[src/rtl/bcd_conv_scheduler.sv]
// Shared binary-to-BCD converter: round-robin arbitration over NREQ requesters,
// one double-dabble shift-add-3 iteration per clock, four-digit BCD result.
module bcd_conv_scheduler #(
    parameter int NREQ  = 4,
    parameter int WIDTH = 12
) (
    input  logic                  clk,
    input  logic                  rst_n,
    input  logic [NREQ-1:0]       req,
    input  logic [NREQ*WIDTH-1:0] bin_in,
    output logic [NREQ-1:0]       done,
    output logic [15:0]           bcd_out,
    output logic                  busy
);

    localparam int PW = (NREQ > 1) ? $clog2(NREQ) : 1;
    localparam int CW = $clog2(WIDTH + 1);

    typedef enum logic [1:0] {
        S_IDLE,
        S_SHIFT,
        S_DONE
    } state_t;

    state_t             r_state;
    logic [PW-1:0]      r_ptr;
    logic [PW-1:0]      r_gnt;
    logic [WIDTH-1:0]   r_bin;
    logic [15:0]        r_bcd;
    logic [CW-1:0]      r_cnt;
    logic [NREQ-1:0]    r_done;
    logic [15:0]        r_bcd_out;
    logic               r_busy;

    logic [WIDTH-1:0]   w_bin_arr [NREQ];
    logic [PW-1:0]      w_gnt_idx;
    logic [WIDTH-1:0]   w_bin_sel;
    logic [15:0]        w_bcd_adj;
    logic [15+WIDTH:0]  w_cat;
    logic [15+WIDTH:0]  w_cat_sh;
    logic [15:0]        w_bcd_next;
    logic [WIDTH-1:0]   w_bin_next;
    logic [PW-1:0]      w_ptr_next;

    // First requester at or after ptr, wrapping; lowest offset wins.
    function automatic logic [PW-1:0] rr_pick(input logic [NREQ-1:0] rq,
                                              input logic [PW-1:0]   p);
        logic [PW-1:0] g;
        int            idx;
        g = '0;
        for (int k = NREQ - 1; k >= 0; k--) begin
            idx = int'(p) + k;
            if (idx >= NREQ) idx = idx - NREQ;
            if (rq[idx[PW-1:0]]) g = idx[PW-1:0];
        end
        return g;
    endfunction

    genvar gi;
    generate
        for (gi = 0; gi < NREQ; gi++) begin : g_slice
            assign w_bin_arr[gi] = bin_in[gi*WIDTH +: WIDTH];
        end
        // Corrected nibbles never exceed 12, so no carry crosses digits.
        for (gi = 0; gi < 4; gi++) begin : g_add3
            assign w_bcd_adj[gi*4 +: 4] = (r_bcd[gi*4 +: 4] >= 4'd5)
                                        ? r_bcd[gi*4 +: 4] + 4'd3
                                        : r_bcd[gi*4 +: 4];
        end
    endgenerate

    assign w_gnt_idx  = rr_pick(req, r_ptr);
    assign w_bin_sel  = w_bin_arr[w_gnt_idx];
    assign w_cat      = {w_bcd_adj, r_bin};
    assign w_cat_sh   = w_cat << 1;
    assign w_bcd_next = w_cat_sh[15+WIDTH:WIDTH];
    assign w_bin_next = w_cat_sh[WIDTH-1:0];
    assign w_ptr_next = (r_gnt == PW'(NREQ - 1)) ? '0 : r_gnt + 1'b1;

    always_ff @(posedge clk) begin
        if (!rst_n) begin
            r_state   <= S_IDLE;
            r_ptr     <= '0;
            r_gnt     <= '0;
            r_bin     <= '0;
            r_bcd     <= '0;
            r_cnt     <= '0;
            r_done    <= '0;
            r_bcd_out <= '0;
            r_busy    <= 1'b0;
        end else begin
            r_done <= '0;
            case (r_state)
                S_IDLE: begin
                    if (|req) begin
                        r_gnt   <= w_gnt_idx;
                        r_bin   <= w_bin_sel;
                        r_bcd   <= '0;
                        r_cnt   <= '0;
                        r_busy  <= 1'b1;
                        r_state <= S_SHIFT;
                    end
                end
                S_SHIFT: begin
                    r_bcd <= w_bcd_next;
                    r_bin <= w_bin_next;
                    r_cnt <= r_cnt + 1'b1;
                    if (r_cnt == CW'(WIDTH - 1)) begin
                        r_done    <= NREQ'(1) << r_gnt;
                        r_bcd_out <= w_bcd_next;
                        r_state   <= S_DONE;
                    end
                end
                S_DONE: begin
                    r_ptr   <= w_ptr_next;
                    r_busy  <= 1'b0;
                    r_state <= S_IDLE;
                end
                default: begin
                    r_busy  <= 1'b0;
                    r_state <= S_IDLE;
                end
            endcase
        end
    end

    assign done    = r_done;
    assign bcd_out = r_bcd_out;
    assign busy    = r_busy;

endmodule

[config.mk]
export PLATFORM = sky130hd
export DESIGN_NAME = bcd_conv_scheduler
export DESIGN_NICKNAME = d
export VERILOG_FILES = /design/src/rtl/bcd_conv_scheduler.sv
export SDC_FILE = /design/constraint.sdc
export NUM_CORES = 1
export LEC_CHECK = 0
export ABC_AREA = 1
export ABC_CLOCK_PERIOD_IN_PS = 2200
export BUFFER_PORTS_ARGS = -buffer_cell sky130_fd_sc_hd__buf_2
export CAP_MARGIN = 20
export CORE_UTILIZATION = 40
export CTS_CLUSTER_DIAMETER = 120
export DETAILED_ROUTE_END_ITERATION = 12
export PLACE_DENSITY = 0.67
export SETUP_SLACK_MARGIN = 0.2
export SYNTH_ARGS = -nofsm -noshare
export SYNTH_HDL_FRONTEND = slang
export SYNTH_SLANG_ARGS = --single-unit
[constraint.sdc]
create_clock -name clk -period 2.2 [get_ports clk]
set_input_delay 0 -clock clk [delete_from_list [all_inputs] [get_ports clk]]
set_output_delay 0 -clock clk [all_outputs]
set_load 0.02 [all_outputs]
==> results.cfg <==
[run_status]
outcome = finished clean

[global_routing]
grt_overflow_total = 0
grtUsageTotal_pct = 18.92
antenna_found_initial = 0
grt_pass1_wl_mm = 13.48
grt_pass1_vias = 3156
grt_max_degree = 26

[cts]
cts_resized = 0
cts_root_buf = clkbuf_8
postCtsSetupRepairBufs = 0
path_clk_slew_ns = 0.06
cts_tree = done
cts.sink_count = 59
cts_buffers = 9
htree_levels = 3
clkLatencyLatePin_ns = 0.33
clock_path_buffers = 2
postCtsHoldBufs = 0

[place]
place_area_mm2 = 0.003899
portBuffers = 74
dp.final_hpwl_mm = 5.822
gp_congestion = 0.8282
pre_cts_slack_ns = 0.2682

[finish]
n_antenna_cell = 0
drive_gt1_share_pct = 22.72
syn_to_final_growth_pct = 17.74
nets = 663
final_cell_area_mm2 = 0.004060

[sta]
post-route-min-period_ns = 1.803
clock_skew_ns = 0.004030
worstMarginPinSlew_ns = 0.3467
max_freq_mhz = 554.7
slew-limit-headroom_pct = 76.65
post-route-period-util_pct = 81.95
setup_viol = 0
hold_viol = 0
totalNegativeSetupSlack_ns = 0
setup_slack_ns = 0.3971
maxSlewViolCount = 0
rsz0062_at_grt = false
holdWs_ns = 0.07705

[detailed_routing]
wire_per_inst_um = 11.02
viasPerCell = 4.855
drt_wl_total_mm = 7.801
drc_errors = 0
first_pass_iters = 4
via_count = 3437
antenna_left = 0
drt_iter0_drc = 126

[pwr]
p_per_area_mw_per_mm2 = 568.1
finalPower_mw = 2.307
switchingPower_mw = 0.6360
clkPwrFrac_pct = 35.8
seqPwrFrac_pct = 48.5
p_leak_nw = 2.026
p_sw_share_pct = 27.57
p_int_mw = 1.671
comb_power_share_pct = 15.7
ir_drop_mv = 0.2546

[logic_synthesis]
synth_edf_count = 0
seq_area_frac_synth_pct = 34.25
postSynthAreaPerCell_um2 = 6.556
synth_area_leaders = dfxtp_1, nand2_1, inv_1
synth.top_cell.area_share_pct = 34.25
synth_top_family_by_area = simple AND/OR/NAND/NOR gates
synth_cell_types = 31
netlist_area_mm2 = 0.003448
synth_compound_area_share_pct = 15.35
synth_flop_cell = dfxtp_1
synth_fp_nets = 590
muxShareOfSynthArea_pct = 0
synth_top_area_cell = dfxtp_1
synth_most_common_cell = nand2_1
synth_xor_area_share_pct = 0.5080
synth_commonest_cells = nand2_1, inv_1, nand3_1
synthAdderAreaFrac_pct = 3.628
yosysWarnings = 0
yosys.area_share.simple_pct = 30.55
syn-instance-count = 526
synth_seq_cells = 59
synthArstFlopShare_pct = 0

[die]
start_util_pct = 41.55
io_pins = 75
core_area_mm2 = 0.008299
fp.dieW_um = 94.85
rows = 33
dieHeight_um = 94.85
die-area_mm2 = 0.008997

[worst_setup_path]
crit_path_frequent_cell = nand2_1
worst-path-stages = 10
start_kind = flop
path_delay_family = simple AND/OR/NAND/NOR gates
worst-r2r-setup-slack_ns = 0.40
crit_start = r_ptr[0]
crit_buf_inv = 2
cpMaxStageDelayCell = dfxtp_2
cp_max_fo = 9
worstReg2RegEnd = r_bin[0]
worstPathArrival_ns = 2.07
worstPathRequired_ns = 2.47
regToRegStartpoint = r_ptr[0]
max_stage_delay_ns = 0.45
crit_path_end_kind = flop
worstSetupEndpoint = r_bin[0]
path_cells = inv_4, nand2_1, nand3_1, a21boi_1, nor2_2, buf_4, nand3_1, nand2_1, nand2_1, a21oi_2
r2r_cells = 10
worstSetupPathType = flop to flop

[min_path]
min_path_type = input pin to flop

[run]
cap_violations = 0
-- cells by family after synthesis --
logic type,count (synthesis)
AO/OA/AOI/OAI,93
AND/OR/NAND/NOR,229
flip-flops,59
buffers and inverters,133
adder cells (fa/ha/maj),10
XOR/XNOR,2
-- power by group through the flow --
stage | registers, mW | clock network [mW] | logic (mW)
2_1_floorplan | 1.14 | 0 | 0.258
3_3_place_gp | 1.14 | 0 | 0.357
3_5_place_dp | 1.14 | 0 | 0.363
4_1_cts | 1.12 | 0.847 | 0.365
5_1_grt | 1.12 | 0.894 | 0.415
6_report | 1.12 | 0.827 | 0.361
-- state kept, by name, summed over array words and instances (netlist names) --
register	flops
r_bcd	16
bcd_out	16
r_state	2
r_gnt	2
r_bin	12
busy	1
done	4
r_cnt	4
r_ptr	2
-- layer usage --
layer	routed length [um]	vias up	share of wire (%)	track usage [%]
li1	-	1798	-	-
met1	3631	1555	47	22.60
met2	3755	72	48	33.39
met3	300	12	3.8	3.382
met4	113	0	1.4	7.323
met5	0	-	0	0
-- metrics by stage --
step / std cells / utilization, %
finish: 708 / 48.92
global route: 708 / 48.92
CTS: 708 / 48.91
detailed placement: 693 / 46.98
global placement: 693 / 46.98
floorplan: 526 / -
-- worst min path at each step --
stage | from | endpoint | slack (ns) | cells past startpoint
CTS | rst_n | r_gnt[1] | 0.07 | 3
detailed placement | done[3] | done[3] | 0.42 | 1
global route | rst_n | r_ptr[0] | 0.09 | 3
finish | rst_n | r_ptr[0] | 0.08 | 3
floorplan | rst_n | r_cnt[0] | 0.14 | 2
global placement | done[3] | done[3] | 0.42 | 1
-- placed cells by master, fill, tap and decap left out, types with 2 or more instances in the layout --
cell / instances
o21ai_0: 21
inv_2: 7
nor2_2: 3
nand2_1: 118
clkbuf_8: 10
nand2_4: 2
nor3_1: 5
or2_2: 7
inv_1: 104
buf_2: 74
buf_4: 9
xor2_1: 2
dfxtp_1: 58
nor2_1: 11
o22ai_1: 10
nand3_1: 73
a21oi_2: 12
ha_1: 10
clkinv_2: 3
nand3_4: 2
nand4_1: 2
nand2_2: 3
clkbuf_1: 2
o21ai_1: 5
a21oi_1: 43
-- worst min-delay path: cells and delay by family --
family | cells | cell delay [ns]
buf+inv | 1 | 0.20
compound gates | 2 | 0.16
-- final cells by class --
| cell class | instances | area [um^2] |
|---|---|---|
| Fill cell | 842 | 4239 |
| Multi-Input combinational cell | 334 | 1725 |
| Sequential cell | 59 | 1182 |
| Timing Repair Buffer | 83 | 437.9 |
| Inverter | 112 | 422.9 |
| Clock buffer | 12 | 145.1 |
| Tap cell | 105 | 131.4 |
| Clock inverter | 3 | 15.01 |
Power figures use the tool's default switching activity.
